## src/rtl/rcp_reg_ring_master_pkg.sv

```systemverilog
// Shared register-ring definitions: bus widths, the unclaimed-access marker
// and the ring master state encoding.
package rcp_reg_ring_master_pkg;

    localparam int UDP_REG_ADDR_WIDTH  = 23;
    localparam int CPCI_NF2_DATA_WIDTH = 32;

    // Read data reported for any access that no responder claimed.
    localparam logic [CPCI_NF2_DATA_WIDTH-1:0] REG_DEAD_BEEF = 32'hdead_beef;

    typedef enum logic [1:0] {
        ST_IDLE  = 2'd0,
        ST_ISSUE = 2'd1,
        ST_WAIT  = 2'd2,
        ST_DONE  = 2'd3
    } ring_state_e;

endpackage

```

## src/rtl/rcp_reg_ring_master.sv

```systemverilog
// Register ring initiator/terminator: launches one host access onto the ring,
// collects it at the tail (or times out) and reports data/status to the host.
module rcp_reg_ring_master
    import rcp_reg_ring_master_pkg::*;
#(
    parameter int          UDP_REG_SRC_WIDTH = 2,
    parameter int unsigned SRC_ID            = 0,
    parameter int          TIMEOUT           = 255,
    parameter int          TO_WIDTH          = 8
) (
    input  logic                           clk,
    input  logic                           reset,

    input  logic                           core_reg_req,
    input  logic                           core_reg_rd_wr_L,
    input  logic [UDP_REG_ADDR_WIDTH-1:0]  core_reg_addr,
    input  logic [CPCI_NF2_DATA_WIDTH-1:0] core_reg_wr_data,
    output logic                           core_reg_busy,
    output logic                           core_reg_ack,
    output logic [CPCI_NF2_DATA_WIDTH-1:0] core_reg_rd_data,
    output logic                           core_reg_err,

    output logic                           reg_req_out,
    output logic                           reg_ack_out,
    output logic                           reg_rd_wr_L_out,
    output logic [UDP_REG_ADDR_WIDTH-1:0]  reg_addr_out,
    output logic [CPCI_NF2_DATA_WIDTH-1:0] reg_data_out,
    output logic [UDP_REG_SRC_WIDTH-1:0]   reg_src_out,

    input  logic                           reg_req_in,
    input  logic                           reg_ack_in,
    input  logic                           reg_rd_wr_L_in,
    input  logic [UDP_REG_ADDR_WIDTH-1:0]  reg_addr_in,
    input  logic [CPCI_NF2_DATA_WIDTH-1:0] reg_data_in,
    input  logic [UDP_REG_SRC_WIDTH-1:0]   reg_src_in,

    output ring_state_e                    dbg_state_o
);

    localparam logic [UDP_REG_SRC_WIDTH-1:0] SRC_TAG = UDP_REG_SRC_WIDTH'(SRC_ID);
    localparam logic [TO_WIDTH-1:0]          TO_LAST = TO_WIDTH'(TIMEOUT - 1);

    ring_state_e state_q, state_d;
    logic [TO_WIDTH-1:0] cnt_q, cnt_d;

    logic                           rd_wr_l_q, rd_wr_l_d;
    logic [UDP_REG_ADDR_WIDTH-1:0]  addr_q, addr_d;
    logic [CPCI_NF2_DATA_WIDTH-1:0] wdata_q, wdata_d;

    logic                           busy_q, busy_d;
    logic                           ack_q, ack_d;
    logic [CPCI_NF2_DATA_WIDTH-1:0] rd_data_q, rd_data_d;
    logic                           err_q, err_d;

    logic                           head_req_q, head_req_d;
    logic                           head_rd_wr_l_q, head_rd_wr_l_d;
    logic [UDP_REG_ADDR_WIDTH-1:0]  head_addr_q, head_addr_d;
    logic [CPCI_NF2_DATA_WIDTH-1:0] head_data_q, head_data_d;
    logic [UDP_REG_SRC_WIDTH-1:0]   head_src_q, head_src_d;

    logic ret_valid;
    logic unused_tail;

    // Tail address/direction are not needed: only one access is ever in flight.
    assign unused_tail = ^{reg_rd_wr_L_in, reg_addr_in};
    assign ret_valid   = reg_req_in && (reg_src_in == SRC_TAG);

    always_comb begin
        state_d   = state_q;
        cnt_d     = cnt_q;
        rd_wr_l_d = rd_wr_l_q;
        addr_d    = addr_q;
        wdata_d   = wdata_q;
        rd_data_d = rd_data_q;
        err_d     = err_q;

        unique case (state_q)
            ST_IDLE: begin
                if (core_reg_req) begin
                    rd_wr_l_d = core_reg_rd_wr_L;
                    addr_d    = core_reg_addr;
                    wdata_d   = core_reg_wr_data;
                    state_d   = ST_ISSUE;
                end
            end
            ST_ISSUE: begin
                cnt_d   = '0;
                state_d = ST_WAIT;
            end
            ST_WAIT: begin
                // A return on the timeout boundary cycle still counts as a return.
                if (ret_valid) begin
                    rd_data_d = reg_ack_in ? reg_data_in : REG_DEAD_BEEF;
                    err_d     = !reg_ack_in;
                    state_d   = ST_DONE;
                end else if (cnt_q == TO_LAST) begin
                    rd_data_d = REG_DEAD_BEEF;
                    err_d     = 1'b1;
                    state_d   = ST_DONE;
                end else begin
                    cnt_d = cnt_q + 1'b1;
                end
            end
            ST_DONE: begin
                state_d = ST_IDLE;
            end
            default: begin
                state_d = ST_IDLE;
            end
        endcase

        // Outputs are registered from the next state so they line up with it.
        busy_d         = (state_d != ST_IDLE);
        ack_d          = (state_d == ST_DONE);
        head_req_d     = (state_d == ST_ISSUE);
        head_rd_wr_l_d = head_req_d ? rd_wr_l_d : 1'b0;
        head_addr_d    = head_req_d ? addr_d : '0;
        head_data_d    = (head_req_d && !rd_wr_l_d) ? wdata_d : '0;
        head_src_d     = head_req_d ? SRC_TAG : '0;
    end

    always_ff @(posedge clk) begin
        if (reset) begin
            state_q        <= ST_IDLE;
            cnt_q          <= '0;
            rd_wr_l_q      <= 1'b0;
            addr_q         <= '0;
            wdata_q        <= '0;
            busy_q         <= 1'b0;
            ack_q          <= 1'b0;
            rd_data_q      <= '0;
            err_q          <= 1'b0;
            head_req_q     <= 1'b0;
            head_rd_wr_l_q <= 1'b0;
            head_addr_q    <= '0;
            head_data_q    <= '0;
            head_src_q     <= '0;
        end else begin
            state_q        <= state_d;
            cnt_q          <= cnt_d;
            rd_wr_l_q      <= rd_wr_l_d;
            addr_q         <= addr_d;
            wdata_q        <= wdata_d;
            busy_q         <= busy_d;
            ack_q          <= ack_d;
            rd_data_q      <= rd_data_d;
            err_q          <= err_d;
            head_req_q     <= head_req_d;
            head_rd_wr_l_q <= head_rd_wr_l_d;
            head_addr_q    <= head_addr_d;
            head_data_q    <= head_data_d;
            head_src_q     <= head_src_d;
        end
    end

    assign core_reg_busy    = busy_q;
    assign core_reg_ack     = ack_q;
    assign core_reg_rd_data = rd_data_q;
    assign core_reg_err     = err_q;

    // The master never claims its own request, so the head ack is always 0.
    assign reg_ack_out      = 1'b0;
    assign reg_req_out      = head_req_q;
    assign reg_rd_wr_L_out  = head_rd_wr_l_q;
    assign reg_addr_out     = head_addr_q;
    assign reg_data_out     = head_data_q;
    assign reg_src_out      = head_src_q;

    assign dbg_state_o      = state_q;

endmodule

```

## config.mk

```make
export PLATFORM = sky130hd
export DESIGN_NAME = rcp_reg_ring_master
export DESIGN_NICKNAME = d
export VERILOG_FILES = /design/src/rtl/rcp_reg_ring_master_pkg.sv /design/src/rtl/rcp_reg_ring_master.sv
export SDC_FILE = /design/constraint.sdc
export NUM_CORES = 1
export LEC_CHECK = 0
export ABC_AREA = 0
export CAP_MARGIN = 20
export CORE_MARGIN = 8
export CORE_UTILIZATION = 41
export CTS_BUF_LIST = sky130_fd_sc_hd__clkbuf_16
export DETAILED_ROUTE_END_ITERATION = 10
export PLACE_DENSITY = 0.74
export SYNTH_ARGS = -nofsm -noshare
export SYNTH_HDL_FRONTEND = slang
export SYNTH_SLANG_ARGS = --single-unit
```

## constraint.sdc

```tcl
create_clock -name clk -period 2 [get_ports clk]
set_input_delay 0.3 -clock clk [delete_from_list [all_inputs] [get_ports clk]]
set_output_delay 0.3 -clock clk [all_outputs]
set_load 0.01 [all_outputs]
```

**Yosys cells after proc, flatten, opt, wreduce, memory -nomap -nowiden**

Cells that the tools add are included.

- Bits in registers: 158
- Output and inout bits: 97
- Word-level logic and storage cells: 55
- Input bits: 119

- Reduce and logical (&&, ||, !) cells: 13
- Bitwise operators: 2
- Add/sub/neg operators: 1
- Equality and inequality tests: 8
- Muxes and demuxes: 18

Operators by type and width:

| cell | count |
|---|---|
| $mux 32 | 5 |
| $mux 23 | 2 |
| $mux 8 | 2 |
| $pmux 8 s2 | 1 |
| $add 8x1->8 const B | 1 |
| $eq 8x8->1 const B | 1 |
| $pmux 2 s4 | 1 |
| $eq 2x2->1 const B | 3 |
| $mux 2 | 3 |
| $reduce_bool 2->1 | 3 |
| $eq 2x1->1 const B | 2 |
| $logic_not 2->1 | 2 |
| $mux 1 | 4 |
| $ne 2x2->1 const B | 2 |
| $reduce_or 2->1 | 2 |
| $reduce_and 3->1 | 1 |
| $logic_and 1x1->1 | 2 |
| $logic_not 1->1 | 2 |
| $not 1->1 | 2 |
| $reduce_and 2->1 | 1 |

**Longest topological paths before layout**

Gate-level depths: netlist of the first run.

- Depth after elaboration: 8
- Mapped depth: 8
- Gate-level depth less buffers: 6

**Worst setup path after synthesis of the first run**

OpenSTA, ideal clock, no wires.

- Path type: register to register
- Start: register state_q[0], in the netlist dbg_state_o[0]
- End: register rd_data_q[17], in the netlist core_reg_rd_data[17]
- Stages on the path, launching flop included: 9
- Arrival time: 1.684 ns
- Required time: 1.935 ns
- Setup slack: 0.250 ns
- Library setup time: 0.065 ns
- Buffers on the path: 2
- Cells stage by stage: dfxtp_1 -> inv_1 -> ha_1 -> buf_4 -> and4_1 -> a21oi_2 -> buf_2 -> a22oi_1 -> nor2_1

- Cells in the longest elaborated chain, start to end: 2

Ends and longest elaborated chain:

| element | line | RTL |
|---|---|---|
| start: declaration | rcp_reg_ring_master.sv:43 | `ring_state_e state_q, state_d;` |
| start signal: assignment | rcp_reg_ring_master.sv:139 | `state_q <= state_d;` |
| $eq 2x2->1 | rcp_reg_ring_master.sv:77 | `unique case (state_q)` |
| $reduce_and 2->1 (no line) | -- |  |
| end signal: assignment | rcp_reg_ring_master.sv:146 | `rd_data_q <= rd_data_d;` |
| end: declaration | rcp_reg_ring_master.sv:52 | `logic [CPCI_NF2_DATA_WIDTH-1:0] rd_data_q, rd_data_d;` |

No other way between the ends.
A chain may end at the register's enable or synchronous reset.

**Final worst setup path of the first run**

- Start: register state_q[0], in the netlist dbg_state_o[0]
- End: register rd_data_q[29], in the netlist core_reg_rd_data[29]

Same word-level chain as after synthesis.

==> key figures, run 1 <==
Global routing
  – Initial antenna violation count: 1
  – Largest net degree at the start of global routing: 53
  – Vias in the first global route: 4234
  – Gr ovfl total: 0
  – Gr usage total: 0.1637
  – Global-route wire length before repair: 21360 um

Finish
  – FILL cells: 1034
  – Most common cell after layout, fill and taps aside: clkdlybuf4s50_1
  – Layout cells sized above 1: 0.07212
  – Area delta synth->final: 50.74%
  – Ant diodes: 0
  – Nets@finish: 833
  – Commonest non-fill, non-tap cells in the layout: 187 x clkdlybuf4s50_1, 158 x dfxtp_1, 153 x nor2_1
  – Non-Filler Instances: 893

Critical path
  – Worst Setup SP: dbg_state_o[0]$_SDFF_PP0_
  – Delay of the slowest critical-path stage: 400 ps
  – CP cell instances: inv_1, ha_1, buf_4, and4_1, a21oi_2, buf_12, a22oi_1, nor2_1
  – Reg-to-Reg Start: dbg_state_o[0]$_SDFF_PP0_
  – R2R setup slack: 160 ps
  – Max stage delay cell, worst path: dfxtp_1
  – CP Data Arrival Time: 2180 ps
  – Setup CP Type: flip-flop to flip-flop
  – Worst EP required: 2340 ps
  – Worst R2R Path Depth: 8
  – Crit path to: core_reg_rd_data[29]$_SDFFE_PP0P_
  – Crit end category: flip-flop
  – Terminus of the critical flop-to-flop path: core_reg_rd_data[29]$_SDFFE_PP0P_
  – Worst Setup Start Kind: flip-flop
  – CP max FO: 33

Timing
  – Slew Viols, Final: 0
  – Final hold vios: 0
  – Clock skew: 6.608 ps
  – Final TNS setup: 0 ps
  – Min Tclk post-route: 1841 ps
  – Worst-case hold slack: 238.2 ps
  – Period utilization: 0.9207
  – Worst-margin pin slew: 572.8 ps
  – # setup viols final: 0
  – RSZ-0062 raised after global routing: no
  – Slew margin rel.: 0.6181
  – Final setup margin: 158.6 ps
  – F_max: 543.1 MHz

Synthesis
  – Post-synthesis sequential area ratio: 0.6028
  – Yosys cell types: 39
  – Syn. warnings: 0
  – Synth Register Bits: 158
  – Post-Synthesis Cells: 520
  – Synthesized area: 5248 um^2
  – Ys async rst share: 0
  – Primary FF master, synth: dfxtp_1
  – EDFF count, synth: 0
  – Avg Inst Size Synth: 10.09 um^2

Route
  – Via-per-instance ratio: 4.674
  – Pre-Repair DR Iteration Count: 4
  – Starting DRT DRC Count: 173
  – Wire per inst: 15.33 um
  – Vias: 4174
  – # DRC: 0
  – Post-DRT Antenna Nets: 0
  – Final WL: 13690 um

Placed design
  – Pre-CTS setup slack: 77.91 ps
  – DP HPWL: 9981 um
  – Placed Cells incl. Taps: 861
  – Final GP Congestion: 0.7855
  – # port buffers: 188

Floorplan
  – Top Ports: 216
  – Die W: 129.1 um
  – Chip Height: 129.1 um
  – Core Footprint: 12570 um^2
  – Initial Util: 0.4175
  – Row Count: 41
  – DIE AREA: 16670 um^2

Clock network
  – Root Buffer: clkbuf_16
  – Clk Latency, worst-skew pair: 410 ps
  – Clk slew on worst S/H paths: 60 ps
  – Num CTS Buffers: 17
  – CTS tree: built
  – CTS Hold Bufs: 0
  – # Post-CTS Setup Buffers: 0
  – Clock Sinks: 158
  – H-tree levels: 4
  – Clk buf depth: 2
  – Post-CTS resize count: 0

Power and ir drop
  – Leakage: 3.223 nW
  – Peak VDD IR: 0.6904 mV
  – Power per cell area: 1183 nW/um^2

Status
  – Status: completed

Flow run
  – Max_cap viols: 0

Min path
  – Min-delay worst type: input pin to flip-flop
-- layer usage --
layer	vias to the layer above	routed length [um]	GRT usage
li1	2078	-	-
met1	1944	5320	0.1658
met2	124	6966	0.2846
met3	26	1050	0.06656
met4	2	342	0.08500
met5	-	13	0
-- cell families (layout without fill, tap and decap cells) --
group,count (synthesis),count (layout),share of synthesized area
adder cells (fa/ha/maj),6,6,0.01431
XOR/XNOR,1,1,0.001669
other,1,3,0.0007146
buffers and inverters,63,262,0.05150
flip-flops,158,158,0.6028
AND/OR/NAND/NOR,182,182,0.1471
multiplexers,56,56,0.1068
AO/OA/AOI/OAI,53,53,0.07511
-- state kept, by name, summed over array words and instances, names as in the netlist --
| signal | count |
|---|---|
| cnt_q | 8 |
| reg_data_out | 32 |
| core_reg_err | 1 |
| core_reg_busy | 1 |
| reg_req_out | 1 |
| rd_wr_l_q | 1 |
| reg_rd_wr_L_out | 1 |
| reg_addr_out | 23 |
| addr_q | 23 |
| core_reg_ack | 1 |
| core_reg_rd_data | 32 |
| wdata_q | 32 |
| dbg_state_o | 2 |
-- where the power goes --
group	internal, mW	switching (mW)
combinational	1.23	1.24
clock	1.83	1.25
sequential	3.64	0.156
-- worst max-delay path: cells and delay by family (launching register included) --
family | cells | cell delay (ps)
buffers and inverters | 3 | 500
AOI/OAI and AO/OA | 2 | 300
DFF | 1 | 400
and+or+nand+nor | 2 | 330
adders and majority gates | 1 | 240
-- stage by stage --
stage               area (um^2)    util  power [mW]
floorplan                  5255       -       5.190
global route               7910  0.6294       9.848
global placement           7336  0.5837       6.278
CTS                        7910  0.6294       9.482
detailed placement         7336  0.5837       6.364
finish                     7910  0.6294       9.355
-- worst min path at each step --
stage                                            from                           endpoint  slack [ps]  depth (start not counted)
floorplan                             reg_data_in[14]  core_reg_rd_data[14]$_SDFFE_PP0P_         450                          2
global placement    core_reg_rd_data[21]$_SDFFE_PP0P_  core_reg_rd_data[21]$_SDFFE_PP0P_         440                          2
detailed placement  core_reg_rd_data[16]$_SDFFE_PP0P_  core_reg_rd_data[16]$_SDFFE_PP0P_         440                          2
finish                                          reset          dbg_state_o[0]$_SDFF_PP0_         240                          4
CTS                                             reset          dbg_state_o[0]$_SDFF_PP0_         220                          4
global route                                    reset              cnt_q[7]$_SDFFE_PP0P_         240                          3
-- Yosys cell counts (all sizes together) (3+ instances only) --
cell	instances	area, um^2
a211oi	27	207.7
a21oi	5	28.78
a22oi	8	60.06
buf	22	116.4
clkbuf	10	37.54
dfxtp	158	3163
ha	6	75.07
inv	31	116.4
mux2i	56	560.5
nand2	7	26.28
nand3	5	30.03
nor2	153	574.3
o211ai	3	32.53
o21ai	4	20.02
-- cell type report --
| class | instances | area, um^2 | area share |
|---|---|---|---|
| clock buffers | 17 | 425.4 | 0.05378 |
| multi-input cells | 301 | 1829 | 0.2313 |
| inverters | 31 | 116.4 | 0.01471 |
| clock inverters | 15 | 148.9 | 0.01882 |
| flip-flops and latches | 158 | 3163 | 0.3999 |
| repair buffers | 199 | 2012 | 0.2543 |
| well taps | 172 | 215.2 | 0.02721 |
No activity file was read; power rests on OpenSTA's default activity.
==> inputs of run 2 (changes only) <==
- CORE_UTILIZATION: 41 -> 43
- PLACE_DENSITY: 0.74 -> 0.84
==> key figures, run 2 (same netlist as run 1, synthesis figures left out) <==
Timing
  – Clock skew: 4.972 ps
  – Slew Viols, Final: 0
  – F_max: 542.9 MHz
  – Final setup margin: 157.9 ps
  – Min Tclk post-route: 1842 ps
  – Period utilization: 0.9210
  – Slew margin rel.: 0.5653
  – Final TNS setup: 0 ps
  – # setup viols final: 0
  – Final hold vios: 0
  – RSZ-0062 raised after global routing: no
  – Worst-margin pin slew: 652.1 ps
  – Worst-case hold slack: 126.0 ps

Critical path
  – Worst Setup SP: dbg_state_o[0]$_SDFF_PP0_
  – Delay of the slowest critical-path stage: 390 ps
  – R2R setup slack: 160 ps
  – CP Data Arrival Time: 2180 ps
  – Worst R2R Path Depth: 8
  – Crit path to: core_reg_rd_data[20]$_SDFFE_PP0P_
  – Setup CP Type: flip-flop to flip-flop
  – WP buf/inv: 3
  – Worst EP required: 2340 ps
  – CP cell instances: inv_1, ha_1, buf_4, and4_1, a21oi_2, buf_12, a22oi_1, nor2_1
  – Reg-to-Reg Start: dbg_state_o[0]$_SDFF_PP0_
  – Terminus of the critical flop-to-flop path: core_reg_rd_data[20]$_SDFFE_PP0P_
  – Max stage delay cell, worst path: dfxtp_1
  – Worst Setup Start Kind: flip-flop
  – Critical Path Stages: 8
  – Crit end category: flip-flop
  – CP max FO: 33
  – Crit-path leading delay family: buffers and inverters

Global routing
  – Vias in the first global route: 4533
  – Largest net degree at the start of global routing: 62
  – Gr usage total: 0.1743
  – Global-route wire length before repair: 22220 um
  – Initial antenna violation count: 0
  – Gr ovfl total: 0

Route
  – Wire per inst: 15.87 um
  – Pre-Repair DR Iteration Count: 4
  – Starting DRT DRC Count: 189
  – Post-DRT Antenna Nets: 0
  – Vias: 4267
  – Via-per-instance ratio: 4.916
  – # DRC: 0
  – Final WL: 13770 um

Floorplan
  – Row Count: 40
  – Top Ports: 216
  – Die W: 126.5 um
  – Initial Util: 0.4387
  – Core Footprint: 11960 um^2
  – DIE AREA: 15990 um^2
  – Chip Height: 126.5 um

Finish
  – Storage element area: 3163 um^2
  – Ant diodes: 0
  – Multi-input logic area: 1829 um^2
  – Final core area utilization: 0.6587
  – FILL cells: 959
  – Commonest non-fill, non-tap cells in the layout: 187 x clkdlybuf4s50_1, 158 x dfxtp_1, 153 x nor2_1
  – Area delta synth->final: 50.14%
  – Most common cell after layout, fill and taps aside: clkdlybuf4s50_1
  – Nets@finish: 834
  – Layout cells sized above 1: 0.07212

Status
  – Status: completed

Placed design
  – # port buffers: 188
  – Pre-CTS setup slack: 55.01 ps
  – Final GP Congestion: 0.8613
  – DP HPWL: 10150 um

Clock network
  – Clk buf depth: 2
  – Clk Latency, worst-skew pair: 410 ps
  – CTS Hold Bufs: 0
  – CTS tree: built
  – Post-CTS resize count: 0
  – Clk slew on worst S/H paths: 60 ps
  – Root Buffer: clkbuf_16
  – Clock Sinks: 158
  – Num CTS Buffers: 17
  – H-tree levels: 4
  – # Post-CTS Setup Buffers: 0

Min path
  – Min-delay worst type: input pin to flip-flop

Power and ir drop
  – Peak VDD IR: 0.7445 mV
  – Power per cell area: 1189 nW/um^2
  – Overall Power: 9.368 mW
  – Leakage: 3.211 nW

Flow run
  – Max_cap viols: 0
[run 2: cell count changes in the layout (fill, tap and decap cells not counted), moves of 2 or more]
cell / previous run / this run
clkinv_4: 5 / 1
clkinvlp_4: 1 / 4
buf_4: 8 / 10
inv_6: 2 / 0
[run 2: layout make-up]
class	instances	area share
Clock buffer	17	0.05399
Sequential cell	158	0.4015
Multi-Input combinational cell	301	0.2322
Tap cell	147	0.02334
Inverter	31	0.01477
Timing Repair Buffer	200	0.2547
Clock inverter	14	0.01953
[run 2: layer usage]
metal / global-route usage / wire [um]
met5: 0 / 0
met4: 0.1069 / 484
met2: 0.3069 / 6960
met3: 0.06829 / 1213
met1: 0.1693 / 5112
[run 2: worst min path at each step]
stage / cells after the start / start / slack [ps] / to
finish: 2 / reset / 130 / cnt_q[3]$_SDFFE_PP0P_
global route: 2 / reset / 120 / cnt_q[3]$_SDFFE_PP0P_
detailed placement: 2 / core_reg_rd_data[25]$_SDFFE_PP0P_ / 450 / core_reg_rd_data[25]$_SDFFE_PP0P_
global placement: 2 / core_reg_rd_data[19]$_SDFFE_PP0P_ / 440 / core_reg_rd_data[19]$_SDFFE_PP0P_
CTS: 2 / reset / 100 / cnt_q[3]$_SDFFE_PP0P_
floorplan: 2 / reg_data_in[14] / 450 / core_reg_rd_data[14]$_SDFFE_PP0P_
[run 2: per-stage QoR]
step | instance area [um^2] | std cells
floorplan | 5255 | 522
CTS | 7879 | 868
global placement | 7300 | 837
global route | 7879 | 868
detailed placement | 7300 | 837
finish | 7879 | 868
[run 2: worst reg2reg max path: stages, from the launching register on]
cell     delay (ps)
dfxtp_1         390
inv_1           100
ha_1            240
buf_4           170
and4_1          240
a21oi_2         190
buf_12          210
a22oi_1         120
nor2_1          120
[run 2: report_power, final]
part           internal (mW)  leakage, nW  total, mW  switching [mW]
sequential              3.64         1.29       3.79           0.153
clock                   1.93        0.278       3.11            1.18
combinational           1.22         1.65       2.46            1.24
total                   6.79         3.21       9.37            2.58
==> inputs of run 3 (changes only) <==
- CORE_ASPECT_RATIO: default -> 0.6
- CORE_MARGIN: 8 -> 2
- SKIP_CTS_REPAIR_TIMING: default -> 1
==> key figures, run 3 (same netlist as run 1, synthesis figures left out) <==
Min path
  – Hold Crit Start: reset
  – Min-delay worst type: input pin to flip-flop

Timing
  – Worst-case hold slack: 259.6 ps
  – Min Tclk post-route: 1790 ps
  – Clock skew: 11.48 ps
  – Final TNS setup: 0 ps
  – Slew Viols, Final: 0
  – Worst-margin pin slew: 531.5 ps
  – Slew margin rel.: 0.6457
  – RSZ-0062 raised after global routing: no
  – # setup viols final: 0
  – F_max: 558.8 MHz
  – Final hold vios: 0
  – Period utilization: 0.8948

Critical path
  – Crit path to: core_reg_rd_data[8]$_SDFFE_PP0P_
  – Reg-to-Reg Start: dbg_state_o[0]$_SDFF_PP0_
  – Worst R2R Path Depth: 8
  – CP Data Arrival Time: 2120 ps
  – Worst Setup SP: dbg_state_o[0]$_SDFF_PP0_
  – R2R setup slack: 210 ps
  – Terminus of the critical flop-to-flop path: core_reg_rd_data[8]$_SDFFE_PP0P_
  – Crit end category: flip-flop
  – CP max FO: 33
  – Worst Setup Start Kind: flip-flop
  – Setup CP Type: flip-flop to flip-flop
  – Worst EP required: 2330 ps

Finish
  – Final core area utilization: 0.6619
  – Commonest non-fill, non-tap cells in the layout: 187 x clkdlybuf4s50_1, 157 x dfxtp_1, 153 x nor2_1
  – Layout cells sized above 1: 0.07650
  – Ant diodes: 0
  – Most common cell after layout, fill and taps aside: clkdlybuf4s50_1
  – Nets@finish: 832
  – FILL cells: 920
  – Area delta synth->final: 51.17%

Floorplan
  – DIE AREA: 13130 um^2
  – Core Footprint: 11990 um^2
  – Chip Height: 89.57 um
  – Initial Util: 0.4378
  – Top Ports: 216
  – Row Count: 31
  – Die W: 146.6 um

Route
  – # DRC: 0
  – Starting DRT DRC Count: 154
  – Post-DRT Antenna Nets: 0
  – Final WL: 12860 um
  – Wire per inst: 14.55 um
  – Via-per-instance ratio: 4.702
  – Pre-Repair DR Iteration Count: 5
  – Vias: 4157

Status
  – Status: completed

Power and ir drop
  – Power per cell area: 1206 nW/um^2
  – Leakage: 3.216 nW
  – Peak VDD IR: 0.7438 mV

Placed design
  – DP HPWL: 9059 um
  – # port buffers: 188
  – Final GP Congestion: 0.8797

Global routing
  – Gr ovfl total: 0
  – Vias in the first global route: 4135
  – Initial antenna violation count: 0
  – Global-route wire length before repair: 20040 um
  – Largest net degree at the start of global routing: 50
  – Gr usage total: 0.1942

Clock network
  – Clk buf depth: 2
  – Clock Sinks: 158
  – Clk Latency, worst-skew pair: 400 ps
  – Root Buffer: clkbuf_16
  – Clk slew on worst S/H paths: 60 ps
  – H-tree levels: 4
  – Num CTS Buffers: 17
  – CTS tree: built

Flow run
  – Max_cap viols: 0
## run 3: cell types whose count changed in the layout (fill, tap and decap cells not counted), moves of 2 or more
cell	before	now
clkinv_4	1	3
inv_6	0	2
clkinv_2	2	0
clkinv_1	2	0
inv_1	33	31
inv_8	0	2
buf_4	10	7
## run 3: worst max-delay path, cell delays in order, from the launching register on
cell and delay [ps]:
dfxtp_2 370, inv_1 80, ha_1 240, buf_4 180, and4_1 230, a21oi_2 190, buf_12 200, a22oi_1 110
nor2_1 120
## run 3: how the worst min path moves through the flow
stage,endpoint,cells after the start
after detailed placement,core_reg_rd_data[2]$_SDFFE_PP0P_,2
after global routing,dbg_state_o[0]$_SDFF_PP0_,4
after CTS,core_reg_ack$_SDFF_PP0_,4
after floorplan,core_reg_rd_data[14]$_SDFFE_PP0P_,2
after global placement,core_reg_rd_data[19]$_SDFFE_PP0P_,2
final,core_reg_ack$_SDFF_PP0_,4
## run 3: power by group
group	switching [mW]	leakage, nW	internal (mW)
combinational	1.26	1.64	1.22
sequential	0.163	1.29	3.64
clock	1.30	0.286	1.99
total	2.71	3.22	6.85
## run 3: layout make-up
class | instances | area [um^2] | area share
Sequential cell | 158 | 3164 | 0.3989
Timing Repair Buffer | 198 | 2004 | 0.2527
Multi-Input combinational cell | 301 | 1829 | 0.2306
Clock buffer | 17 | 425.4 | 0.05363
Tap cell | 165 | 206.4 | 0.02603
Clock inverter | 14 | 186.4 | 0.02350
Inverter | 31 | 116.4 | 0.01467
## run 3: metrics by stage
step                cell area [um^2]  instances  setup WS [ps]  power [mW]
floorplan                       5255        522          250.4       5.190
global placement                7320        853          160.5       6.242
detailed placement              7320        853          64.44       6.350
CTS                             7931        884          122.7       9.668
global route                    7933        884          69.07       10.03
finish                          7933        884          210.4       9.563
## run 3: metal layers
metal  GRT usage  share of wire
met1      0.2295           0.45
met3     0.06919          0.069
met2      0.3385           0.48
met5           0              0
met4     0.06355         0.0047
